**src/rtl/mem_arb_pkg.sv**
```systemverilog
`default_nettype none
// mem_arb_pkg: shared types for the fetch/LSU memory port arbiter.
// Rev 1.0
package mem_arb_pkg;

  typedef enum logic {
    OWNER_INSTR = 1'b0,
    OWNER_DATA  = 1'b1
  } owner_e;

  typedef struct packed {
    logic [31:0] addr;
    logic        we;
    logic [3:0]  be;
    logic [31:0] wdata;
  } bus_req_t;

  localparam logic [3:0] c_INSTR_BE = 4'hF;

  // Fetches are always full-word reads.
  function automatic bus_req_t instr_bus_req(input logic [31:0] addr);
    bus_req_t r;
    r.addr  = addr;
    r.we    = 1'b0;
    r.be    = c_INSTR_BE;
    r.wdata = '0;
    return r;
  endfunction

endpackage
`default_nettype wire

```
**src/rtl/arb_owner_fifo.sv**
```systemverilog
`default_nettype none
// arb_owner_fifo: in-order record of which requester owns each outstanding transaction.
// Rev 1.0
module arb_owner_fifo
  import mem_arb_pkg::*;
#(
  parameter int DEPTH = 2
) (
  input  logic   clk_i,
  input  logic   reset_i,
  input  logic   push_i,
  input  owner_e push_owner_i,
  input  logic   pop_i,
  output logic   full_o,
  output logic   empty_o,
  output owner_e head_o
);

  localparam int PW = $clog2(DEPTH) + 1;
  localparam logic [PW-1:0] c_LAST = PW'(DEPTH - 1);

  logic [(2**PW)-1:0] entries_q;
  logic [PW-1:0]      wr_ptr_q, wr_ptr_d, rd_ptr_q, rd_ptr_d, count_q, count_d;
  logic               do_push, do_pop;

  function automatic logic [PW-1:0] wrap_inc(input logic [PW-1:0] p);
    return (p == c_LAST) ? '0 : p + 1'b1;
  endfunction

  assign full_o  = (count_q == PW'(DEPTH));
  assign empty_o = (count_q == '0);
  assign head_o  = owner_e'(entries_q[rd_ptr_q]);
  assign do_pop  = pop_i & ~empty_o;
  assign do_push = push_i & (~full_o | do_pop);

  always_comb begin
    wr_ptr_d = wr_ptr_q;
    rd_ptr_d = rd_ptr_q;
    count_d  = count_q;
    if (do_push) wr_ptr_d = wrap_inc(wr_ptr_q);
    if (do_pop)  rd_ptr_d = wrap_inc(rd_ptr_q);
    if (do_push && !do_pop)      count_d = count_q + 1'b1;
    else if (do_pop && !do_push) count_d = count_q - 1'b1;
  end

  always_ff @(posedge clk_i) begin
    if (reset_i) begin
      entries_q <= '0;
      wr_ptr_q  <= '0;
      rd_ptr_q  <= '0;
      count_q   <= '0;
    end else begin
      if (do_push) entries_q[wr_ptr_q] <= push_owner_i;
      wr_ptr_q <= wr_ptr_d;
      rd_ptr_q <= rd_ptr_d;
      count_q  <= count_d;
    end
  end

endmodule
`default_nettype wire

```
**src/rtl/mem_port_arbiter.sv**
```systemverilog
`default_nettype none
// mem_port_arbiter: shares one memory port between fetch and LSU, routing responses in grant order.
// Rev 1.0
module mem_port_arbiter
  import mem_arb_pkg::*;
#(
  parameter int MAX_OUTSTANDING = 2,
  parameter bit ROUND_ROBIN     = 1'b0
) (
  input  logic        clk_i,
  input  logic        reset_i,
  input  logic        instr_req_i,
  input  logic [31:0] instr_addr_i,
  output logic        instr_gnt_o,
  output logic        instr_valid_o,
  output logic [31:0] instr_rdata_o,
  output logic        instr_err_o,
  input  logic        data_req_i,
  input  logic [31:0] data_addr_i,
  input  logic        data_we_i,
  input  logic [3:0]  data_be_i,
  input  logic [31:0] data_wdata_i,
  output logic        data_gnt_o,
  output logic        data_valid_o,
  output logic [31:0] data_rdata_o,
  output logic        data_err_o,
  output logic        mem_req_o,
  output logic [31:0] mem_addr_o,
  output logic        mem_we_o,
  output logic [3:0]  mem_be_o,
  output logic [31:0] mem_wdata_o,
  input  logic        mem_gnt_i,
  input  logic        mem_valid_i,
  input  logic [31:0] mem_rdata_i,
  input  logic        mem_err_i
);

  owner_e   sel, head, locked_owner_q, locked_owner_d, last_grant_q, last_grant_d;
  logic     lock_q, lock_d;
  logic     sel_req, fifo_full, fifo_empty, accept, stall, rsp_valid;
  bus_req_t instr_bus, data_bus, sel_bus;

  assign instr_bus = instr_bus_req(instr_addr_i);
  assign data_bus  = '{addr: data_addr_i, we: data_we_i, be: data_be_i, wdata: data_wdata_i};

  // A stalled request keeps ownership so its address stays stable until granted.
  always_comb begin
    sel = data_req_i ? OWNER_DATA : OWNER_INSTR;
    if (lock_q)
      sel = locked_owner_q;
    else if (ROUND_ROBIN && instr_req_i && data_req_i)
      sel = (last_grant_q == OWNER_DATA) ? OWNER_INSTR : OWNER_DATA;
  end

  assign sel_req   = (sel == OWNER_DATA) ? data_req_i : instr_req_i;
  assign sel_bus   = (sel == OWNER_DATA) ? data_bus : instr_bus;
  assign mem_req_o = ~reset_i & sel_req & ~fifo_full;
  assign accept    = mem_req_o & mem_gnt_i;
  assign stall     = mem_req_o & ~mem_gnt_i;

  assign mem_addr_o  = reset_i ? '0 : sel_bus.addr;
  assign mem_we_o    = reset_i ? 1'b0 : sel_bus.we;
  assign mem_be_o    = reset_i ? '0 : sel_bus.be;
  assign mem_wdata_o = reset_i ? '0 : sel_bus.wdata;

  assign instr_gnt_o = accept & (sel == OWNER_INSTR);
  assign data_gnt_o  = accept & (sel == OWNER_DATA);

  assign rsp_valid     = ~reset_i & mem_valid_i & ~fifo_empty;
  assign instr_valid_o = rsp_valid & (head == OWNER_INSTR);
  assign data_valid_o  = rsp_valid & (head == OWNER_DATA);
  assign instr_rdata_o = instr_valid_o ? mem_rdata_i : '0;
  assign data_rdata_o  = data_valid_o ? mem_rdata_i : '0;
  assign instr_err_o   = instr_valid_o & mem_err_i;
  assign data_err_o    = data_valid_o & mem_err_i;

  always_comb begin
    lock_d         = lock_q;
    locked_owner_d = locked_owner_q;
    last_grant_d   = last_grant_q;
    if (accept) begin
      lock_d       = 1'b0;
      last_grant_d = sel;
    end else if (stall) begin
      lock_d         = 1'b1;
      locked_owner_d = sel;
    end
  end

  always_ff @(posedge clk_i) begin
    if (reset_i) begin
      lock_q         <= 1'b0;
      locked_owner_q <= OWNER_INSTR;
      last_grant_q   <= OWNER_INSTR;
    end else begin
      lock_q         <= lock_d;
      locked_owner_q <= locked_owner_d;
      last_grant_q   <= last_grant_d;
    end
  end

  arb_owner_fifo #(
    .DEPTH(MAX_OUTSTANDING)
  ) u_owner_fifo (
    .clk_i       (clk_i),
    .reset_i     (reset_i),
    .push_i      (accept),
    .push_owner_i(sel),
    .pop_i       (mem_valid_i),
    .full_o      (fifo_full),
    .empty_o     (fifo_empty),
    .head_o      (head)
  );

  a_no_orphan_rsp: assert property (@(posedge clk_i) disable iff (reset_i) mem_valid_i |-> !fifo_empty)
    else $error("mem_valid with no outstanding transaction");

endmodule
`default_nettype wire
```
**config.mk**
```make
export PLATFORM = sky130hd
export DESIGN_NAME = mem_port_arbiter
export DESIGN_NICKNAME = d
export VERILOG_FILES = /design/src/rtl/mem_arb_pkg.sv /design/src/rtl/arb_owner_fifo.sv /design/src/rtl/mem_port_arbiter.sv
export SDC_FILE = /design/constraint.sdc
export NUM_CORES = 1
export LEC_CHECK = 0
export BUFFER_PORTS_ARGS = -buffer_cell sky130_fd_sc_hd__clkbuf_2
export CORE_AREA = 3 3 108 110
export CTS_CLUSTER_DIAMETER = 200
export CTS_CLUSTER_SIZE = 8
export DETAILED_ROUTE_END_ITERATION = 7
export DIE_AREA = 0 0 111 113
export GPL_TIMING_DRIVEN = 0
export PLACE_DENSITY = 0.65
export SLEW_MARGIN = 30
export SYNTH_ARGS = -nofsm -noshare
export SYNTH_HDL_FRONTEND = slang
export SYNTH_SLANG_ARGS = --single-unit
```
**constraint.sdc**
```tcl
create_clock -name clk_i -period 1.8 [get_ports clk_i]
set_input_delay 0 -clock clk_i [delete_from_list [all_inputs] [get_ports clk_i]]
set_output_delay 0 -clock clk_i [all_outputs]
set_load 0.05 [all_outputs]
```
==> results of run 1 <==
layer usage:
metal,GRT usage,up-vias,wire length (µm)
li1,-,1545,-
met1,0.184,1442,4420
met2,0.314,204,6090
met3,0.0342,16,989
met4,0.0238,0,206
met5,0,-,0
metrics by stage:
stage	utilization	area, µm²	TNS [ps]	std cells	hold WS [ps]
finish	0.444	4790	-5250	719	173
global route	0.444	4790	-10280	719	196
CTS	0.416	4490	-3850	715	169
detailed placement	0.323	3490	-8710	706	403
global placement	0.323	3490	-8930	706	400
floorplan	-	1910	-485	287	191
worst max-delay path by stage:
stage / start / to / slack [ps] / depth (start not counted)
after floorplan: locked_owner_q / u_owner_fifo.count_q[1] / -110 / 9
after global placement: lock_q / mem_addr_o[5] / -310 / 5
after detailed placement: lock_q / mem_addr_o[5] / -260 / 5
after CTS: u_owner_fifo.rd_ptr_q[1] / instr_rdata_o[30] / -120 / 6
after global routing: u_owner_fifo.rd_ptr_q[1] / instr_rdata_o[21] / -200 / 6
final: u_owner_fifo.rd_ptr_q[1] / data_rdata_o[14] / -120 / 6
report_power, final:
group | internal [µW] | switching, µW | leakage [µW] | total [µW]
Combinational | 967 | 1520 | 0.00242 | 2490
Clock | 147 | 90.5 | 0.0000216 | 237
Sequential | 312 | 45.5 | 0.0000994 | 358
Total | 1430 | 1660 | 0.00254 | 3080
what timing repair did:
item	in CTS	in global routing
gates cloned	0	3
pin swaps	3	22
endpoints found under the setup margin	116	129
gates resized for setup	232	144
buffers inserted	6	1
registers in the layout (all words and copies together) (netlist names):
| name | cells |
|---|---|
| u_owner_fifo.entries_q | 4 |
| u_owner_fifo.count_q | 2 |
| u_owner_fifo.rd_ptr_q | 2 |
| u_owner_fifo.wr_ptr_q | 2 |
| lock_q | 1 |
| locked_owner_q | 1 |
cells in the mapped netlist (all sizes together), types with 2 or more instances:
cell type | number | share of area
nor3 | 4 | 0.017
a311oi | 5 | 0.024
xor2 | 2 | 0.0098
and3 | 33 | 0.12
and2 | 66 | 0.24
a21oi | 35 | 0.098
nor2 | 12 | 0.025
buf | 9 | 0.034
clkbuf | 16 | 0.033
dfxtp | 12 | 0.13
mux2 | 2 | 0.013
inv | 8 | 0.017
nand2 | 65 | 0.14
a41oi | 4 | 0.020
o21ai | 2 | 0.0056
cell type report:
type	count	area (µm²)
Fill cell	1034	6000
Timing Repair Buffer	289	2420
Sequential cell	12	246
Tap cell	140	175
Clock buffer	3	41.3
Inverter	8	37.5
Multi-Input combinational cell	242	1670
Buffer	25	198
critical path, stage by stage (launching register included):
cell and delay (ps):
dfxtp_2 330, mux4_2 530, nor3b_4 170, buf_6 170, clkbuf_16 160, and2_4 160, buf_8 140
cell families after synthesis:
| logic type | synth area share |
|---|---|
| fa+ha+maj | 0.00697 |
| compound gates | 0.176 |
| xor+xnor | 0.0146 |
| simple gates | 0.554 |
| flops | 0.134 |
| mux | 0.0307 |
| buf+inv | 0.0844 |
==> qor.txt, run 1 <==
total chip power -> 3080 µW
Critical Path RT -> 1800 ps
Slew Limit Fails -> 0
largest net degree at the start of global routing -> 11
CTS tree -> built
power density over the cells -> 643 mW/mm²
EDFF count, synth -> 0
async set-or-reset flop fraction in the synthesized netlist -> 0
mapped cell area -> 0.00179 mm²
setup slack at placement -> -263 ps
Max Clk Rate -> 0.522 GHz
synth-to-layout area growth -> 167%
Hold Fails Final Rpt -> 0
yosys warns -> 0
Worst EP arrival -> 1920 ps
Pre-antenna DRT Iters -> 4
number of nets with antenna violations after routing -> 0
I/O pins -> 280
hold worst-path end -> lock_q
die area -> 0.0125 mm²
# H-tree levels -> 1
total track usage -> 0.161
number of I/O port buffers -> 279
DRC errors left -> 0
CTS Buf Count -> 3
worst-path maximum fanout -> 7
Die Y -> 113 µm
Final setup viols -> 64
Slew @ Worst Pin -> 687 ps
flops & latches, synth -> 12
DP Wirelength -> 8.75 mm
r2r endpoint -> u_owner_fifo.count_q[1]
most common cell after layout, fill and taps aside -> clkbuf_2
Clock Tree Root -> clkbuf_8
Clk Latency, worst-skew pair -> 230 ps
vias per cell -> 4.46
ANT cells -> 0
Post-synth top flop -> dfxtp_1
Worst R2R Start -> locked_owner_q
first-pass GRT wire length -> 16.8 mm
register area share after synthesis -> 0.134
initial antenna violation count -> 0
Routed wire per std cell -> 16.3 µm
vias post-DR -> 3207
Post-Route WL -> 11.7 mm
Clock transition at path regs -> 50 ps
most frequent cells in the layout -> clkbuf_2 (171), buf_8 (67), nand2_1 (64), and2_4 (59), and3_1 (33)
Reg2Reg Depth -> 9
crit path kind -> reg -> out
Slew headroom -> 0.542
Iteration-0 DRC Markers -> 186
core box area -> 0.0108 mm²
RSZ-0062 raised after global routing -> true
fin nets -> 722
minimum clock period -> 1920 ps
leakage -> 0.00254 µW
CTS Hold Bufs -> 0
initial core utilization -> 0.166
synth unique cells -> 33
gp weighted congestion -> 0.837
outcome -> finished with violations
Syn Nets -> 428
max cap viols -> 0
layout cells sized above 1 -> 0.715
clock tree buffer depth -> 2
R2R setup slack -> -50 ps
Syn Inst Count -> 287
failing checks -> setup timing
CP Capture Type -> output pin
setup ws final -> -115 ps
die width -> 111 µm
clk_skew -> 1.97 ps
Synth Area per Inst -> 6.25 µm²
row count -> 38
vias in the first global route -> 3171
hold path start -> mem_gnt_i
Worst setup SP type -> flop
Worst Hold Class -> in -> reg
Final Cycle Share -> 1.06
peak supply drop -> 0.297 mV
GR Overflow Total -> 0
hold depth -> 4
clk sinks -> 12
No activity file was read; power rests on OpenSTA's default activity.
==> run 2, diff against run 1 <==
CORE_AREA = 3 3 107 109   (was 3 3 108 110)
DIE_AREA = 0 0 110 112   (was 0 0 111 113)
PLACE_DENSITY = 0.61   (was 0.65)
clock period = 2.2 ns   (was 1.8 ns; I/O delays follow)
==> run 2 against run 1 <==
The run now ends clean; routed wire length down 26%; final area down 27%; die area down 1.8%; clock-buffer cell count up 1; via count down 5.9%; total power down 31%; sequential share of layout area up 1.9 points; cell count down 0.83%; first-iteration DRC count down 27%; critical endpoint is now u_owner_fifo.count_q[1].
==> qor.txt, run 2 (synthesis results as in run 1) <==
outcome -> complete, no violations
vias per cell -> 4.23 (-5.1%)
row count -> 38 (unchanged)
power density over the cells -> 607 mW/mm² (-5.5%)
CP Capture Type -> flop
NetSw -> 1230 µW (-25%)
most common cell after layout, fill and taps aside -> clkbuf_2
clk_skew -> 2.76 ps (+0.786 ps)
die width -> 110 µm (-0.90%)
CTS tree -> built
first-pass GRT wire length -> 12.8 mm (-23%)
Crit. Startpoint -> locked_owner_q
Filler Cells Inserted -> 1233 (+19%)
Slew Limit Fails -> 0 (unchanged)
crit path kind -> reg -> reg
largest net degree at the start of global routing -> 11 (unchanged)
switching share of power -> 0.584 (+0.0463)
core box area -> 0.0107 mm² (-0.88%)
CTS Buf Count -> 3 (unchanged)
Sequential cell area -> 244 µm² (-1.0%)
clk sinks -> 12 (unchanged)
layout cells sized above 1 -> 0.565 (-0.150)
die area -> 0.0123 mm² (-1.8%)
number of nets with antenna violations after routing -> 0 (unchanged)
Clock transition at path regs -> 50 ps (about the same)
Largest register FFs -> 4 (unchanged)
Slew @ Worst Pin -> 672 ps (-14.6 ps)
number of I/O port buffers -> 279 (unchanged)
total track usage -> 0.128 (-0.0339)
Finished Core Util -> 0.325 (-0.119)
cell family with most CP delay -> simple AND/OR/NAND/NOR gates
multi-input logic area -> 0.00141 mm² (-16%)
# H-tree levels -> 1 (unchanged)
clock power share -> 0.115 (+0.038)
Clk Latency, worst-skew pair -> 240 ps (about the same)
Final Cycle Share -> 0.954
gp weighted congestion -> 0.797 (-4.8%)
Fin Setup TNS -> 0 ps (+5250 ps)
fin nets -> 715 (-0.97%)
Clock Tree Root -> clkbuf_8
hold path start -> mem_gnt_i
vias in the first global route -> 2672 (-16%)
Iteration-0 DRC Markers -> 135 (-27%)
total placed cells including tap cells -> 706 (unchanged)
Routed wire per std cell -> 12.2 µm (-25%)
vias post-DR -> 3019 (-5.9%)
Cell Chain, Critical Path -> mux2_2 > o2111ai_4 > inv_4 > nand2_2 > inv_1 > ha_1 > or3_1 > a21oi_2
Flop pwr share -> 0.136 (+0.020)
slowest stage cell, crit path -> or3_1
initial core utilization -> 0.168 (+0.00148)
DRC errors left -> 0 (unchanged)
CTS Hold Bufs -> 0 (unchanged)
ANT cells -> 0 (unchanged)
DP Wirelength -> 7.67 mm (-12%)
minimum clock period -> 2100 ps
Critical Path RT -> 2380 ps (+580 ps)
Slew headroom -> 0.549 (+0.00671)
most frequent cells in the layout -> clkbuf_2 (284), nand2_1 (64), and2_1 (53), a21oi_1 (34), and3_1 (33)
total chip power -> 2120 µW (-31%)
Hold Fails Final Rpt -> 0 (unchanged)
Biggest register -> u_owner_fifo.entries_q
I/O pins -> 280 (unchanged)
initial antenna violation count -> 1 (+1)
Final setup viols -> 0 (-100%)
Crit path largest cell delay -> 370 ps (-160 ps)
leakage -> 0.00216 µW (-15%)
peak supply drop -> 0.330 mV (+11%)
Final Non-Filler Cells -> 713 (-0.83%)
Worst EP arrival -> 2280 ps (+360 ps)
max cap viols -> 0 (unchanged)
Max Clk Rate -> 0.476 GHz
Die Y -> 112 µm (-0.88%)
Worst Hold Class -> in -> reg
clock tree buffer depth -> 2 (unchanged)
worst-path maximum fanout -> 4 (-3)
internal power -> 881 µW (-38%)
combinational power share -> 0.749 (-0.058)
Post-Route WL -> 8.72 mm (-26%)
synth-to-layout area growth -> 94.1%
Worst setup SP type -> flop
Buf+Inv Stages, Crit Path -> 2 (-1)
Pre-antenna DRT Iters -> 4 (unchanged)
Worst R2R Start -> locked_owner_q
GR Overflow Total -> 0 (unchanged)
setup ws final -> 100 ps (+215 ps)
setup slack at placement -> -57.6 ps (+205 ps)
==> run 2: cell count changes in the layout (fill, tap and decap cells not counted), moves of 4 or more <==
cell	previous run	this run
clkbuf_2	171	284
buf_8	67	0
and2_4	59	0
and2_1	2	53
clkbuf_4	29	0
a21oi_1	10	34
a21oi_2	25	1
buf_4	18	3
clkbuf_16	9	0
and2_2	5	13
clkbuf_1	6	10
==> run 2: metrics by stage <==
stage                     cell area [µm²]  hold WS [ps]
after floorplan                      1790           191
after global placement               3370           400
after detailed placement             3370           399
after CTS                            3430           153
after global routing                 3480           218
final                                3480           175
==> run 2: timing repair <==
item,4_1_cts,5_1_grt
endpoints found under the hold margin,0,0
resized for setup,3,13
buffers inserted,0,4
pin swaps,0,3
setup endpoints to repair,37,80
==> run 2: power groups by stage <==
stage / Sequential (µW) / Combinational, µW / Clock (µW)
2_1_floorplan: 283 / 1140 / 0
3_3_place_gp: 292 / 1550 / 0
3_5_place_dp: 291 / 1550 / 0
4_1_cts: 288 / 1550 / 249
5_1_grt: 296 / 1710 / 259
6_report: 288 / 1580 / 243
==> run 2: worst reg2reg max path: stages (launching register included) <==
cell and delay (ps):
dfxtp_4 360, mux2_2 350, o2111ai_4 270, inv_4 60, nand2_2 110, inv_1 70, ha_1 310, or3_1 370
a21oi_2 130
==> run 2: cell type report <==
| cell class | count | area share |
|---|---|---|
| Clock buffer | 4 | 0.0158 |
| Multi-Input combinational cell | 242 | 0.406 |
| Tap cell | 140 | 0.0503 |
| Timing Repair Buffer | 283 | 0.413 |
| Inverter | 8 | 0.00934 |
| Sequential cell | 12 | 0.0701 |
| Buffer | 24 | 0.0356 |
==> run 2: routing by layer <==
layer  GRT usage  vias up  share of wire
li1            -     1523              -
met1       0.156     1329           0.38
met2       0.234      161           0.51
met3      0.0267        4           0.11
met4      0.0125        2         0.0023
met5           0        -        0.00080
==> run 2: final timing paths <==
path | to | slack, ps | cells past startpoint
min | locked_owner_q | 170 | 3
min reg2reg | u_owner_fifo.rd_ptr_q[1] | 470 | 1
max | u_owner_fifo.count_q[1] | 100 | 8
max reg2reg | u_owner_fifo.count_q[1] | 100 | 8
==> run 3, diff against run 2 <==
PLACE_DENSITY = unset   (was 0.61)
==> run 3 against run 2 <==
Global-route usage decreased by 0.27 points; critical path depth unchanged; worst hold slack improved by 21 ps; non-clock buffer count decreased by 2; utilization decreased by 0.22 points; clock power decreased by 19%; first-iteration DRC count increased by 14%; critical path type unchanged; critical endpoint unchanged.
==> qor.txt, run 3 (synthesis results as in run 1) <==
max cap viols -> 0 (unchanged)
Slew headroom -> 0.558 (+0.00889)
largest net degree at the start of global routing -> 11 (unchanged)
vias per cell -> 4.21 (-0.61%)
combinational power share -> 0.763 (+0.014)
Final Non-Filler Cells -> 710 (-0.42%)
clk sinks -> 12 (unchanged)
worst-path maximum fanout -> 9 (+5)
met3 wire len -> 920 µm (-3.4%)
Max Clk Rate -> 0.474 GHz (-0.46%)
hold worst-path end -> locked_owner_q
core box area -> 0.0107 mm² (unchanged)
# H-tree levels -> 1 (unchanged)
vias in the first global route -> 2579 (-3.5%)
initial antenna violation count -> 1 (unchanged)
Biggest register -> u_owner_fifo.entries_q
gp weighted congestion -> 0.756 (-5.1%)
Final setup viols -> 0 (unchanged)
top layer in use -> met5
ANT cells -> 0 (unchanged)
total placed cells including tap cells -> 706 (unchanged)
CP Capture Type -> flop
clock power share -> 0.095 (-0.020)
number of I/O port buffers -> 279 (unchanged)
Crit. Startpoint -> locked_owner_q
outcome -> complete, no violations
total chip power -> 2060 µW (-2.6%)
peak supply drop -> 0.274 mV (-17%)
NetSw -> 1230 µW (-0.48%)
Pre-antenna DRT Iters -> 4 (unchanged)
internal power -> 832 µW (-5.6%)
switching share of power -> 0.596 (+0.0127)
fin nets -> 713 (-0.28%)
R2R setup slack -> 90 ps (about the same)
CTS Buf Count -> 3 (unchanged)
Largest register FFs -> 4 (unchanged)
DRC errors left -> 0 (unchanged)
CTS tree -> built
Buf+Inv Stages, Crit Path -> 2 (unchanged)
clock tree buffer depth -> 2 (unchanged)
die width -> 110 µm (unchanged)
leakage -> 0.00214 µW (-1.1%)
hold depth -> 3 (unchanged)
Reg2Reg Depth -> 8 (unchanged)
Worst Hold Class -> in -> reg
Hold Fails Final Rpt -> 0 (unchanged)
Iteration-0 DRC Markers -> 154 (+14%)
Met1 Routed Length -> 3.39 mm (+3.3%)
Die Y -> 112 µm (unchanged)
CTS Hold Bufs -> 0 (unchanged)
hold path start -> mem_gnt_i
Critical Path RT -> 2370 ps (about the same)
die area -> 0.0123 mm² (unchanged)
Post-Route WL -> 8.84 mm (+1.4%)
Filler Cells Inserted -> 1226 (-0.57%)
total track usage -> 0.125 (-0.00274)
DR WL met2 -> 4.49 mm (+0.72%)
Crit path largest cell delay -> 370 ps (about the same)
WHS -> 196 ps (+21.2 ps)
slowest stage cell, crit path -> dfxtp_4
cell family with most CP delay -> simple AND/OR/NAND/NOR gates
Worst setup SP type -> flop
Slew @ Worst Pin -> 659 ps (-13.2 ps)
most frequent cells in the layout -> clkbuf_2 (280), nand2_1 (64), and2_1 (53), a21oi_1 (35), and3_1 (33)
first-pass GRT wire length -> 12.6 mm (-1.7%)
Clock transition at path regs -> 50 ps (about the same)
initial core utilization -> 0.168 (unchanged)
DP Wirelength -> 7.72 mm (+0.68%)
synth-to-layout area growth -> 92.7%
Worst R2R Start -> locked_owner_q
most common cell after layout, fill and taps aside -> clkbuf_2
power density over the cells -> 596 mW/mm² (-1.9%)
clk_skew -> 2.32 ps (-0.438 ps)
Worst EP arrival -> 2280 ps (about the same)
Slew Limit Fails -> 0 (unchanged)
minimum clock period -> 2110 ps (+9.60 ps)
number of nets with antenna violations after routing -> 0 (unchanged)
I/O pins -> 280 (unchanged)
Flop pwr share -> 0.142 (+0.006)
row count -> 38 (unchanged)
Clk Latency, worst-skew pair -> 240 ps (about the same)
Final Cycle Share -> 0.959 (+0.00436)
GR Overflow Total -> 0 (unchanged)
Routed wire per std cell -> 12.5 µm (+1.8%)
vias post-DR -> 2988 (-1.0%)
crit path kind -> reg -> reg
r2r endpoint -> u_owner_fifo.count_q[1]
Cell Chain, Critical Path -> mux2_2 > o2111ai_4 > inv_4 > nand2_4 > inv_1 > ha_1 > or3_1 > a21oi_1
Clock Tree Root -> clkbuf_8
layout cells sized above 1 -> 0.554 (-0.0111)
## run 3: power groups by stage
stage | logic (µW) | registers [µW] | clock network [µW]
after floorplan | 1140 | 283 | 0
after global placement | 1540 | 292 | 0
after detailed placement | 1550 | 293 | 0
after CTS | 1550 | 290 | 206
after global routing | 1680 | 296 | 214
final | 1570 | 292 | 197
## run 3: area by class of cell
cell class	instances	area [µm²]	share of cell area
Clock buffer	3	41.3	0.0119
Buffer	24	119	0.0344
Inverter	8	32.5	0.00941
Timing Repair Buffer	281	1420	0.412
Multi-Input combinational cell	242	1420	0.411
Sequential cell	12	244	0.0705
Tap cell	140	175	0.0507
## run 3: worst reg2reg max path, stage by stage (launching register included)
cell and delay, ps:
dfxtp_4 370, mux2_2 360, o2111ai_4 260, inv_4 100, nand2_4 100, inv_1 60
ha_1 310, or3_1 350, a21oi_1 140
## run 3: worst max path at each step
stage                     cells after the start                      end  slack (ps)
after global routing                          8  u_owner_fifo.count_q[1]         -20
after CTS                                     5        instr_rdata_o[14]          20
after floorplan                               8  u_owner_fifo.count_q[1]          70
after global placement                        8  u_owner_fifo.count_q[1]         -50
after detailed placement                      8  u_owner_fifo.count_q[1]         -50
final                                         8  u_owner_fifo.count_q[1]          90
## run 3: what timing repair did
action,in CTS,in global routing
setup endpoints to repair,37,68
buffers inserted,0,2
resized for setup,3,6
pin swaps,0,2
## run 3: stage by stage
step	util	setup slack (ps)	instance area, µm²	TNS (ps)
floorplan	-	70.3	1790	0
global placement	0.315	-45.5	3370	-45.5
detailed placement	0.315	-50.5	3370	-50.5
CTS	0.319	15.0	3410	0
global route	0.323	-15.4	3460	-15.4
finish	0.323	90.6	3460	0
## run 3: routing by layer
metal  global-route usage  vias to the layer above
met5                    0                        -
met4               0.0108                        2
met3               0.0249                        6
met2                0.233                      147
met1                0.150                     1313
li1                     -                     1520
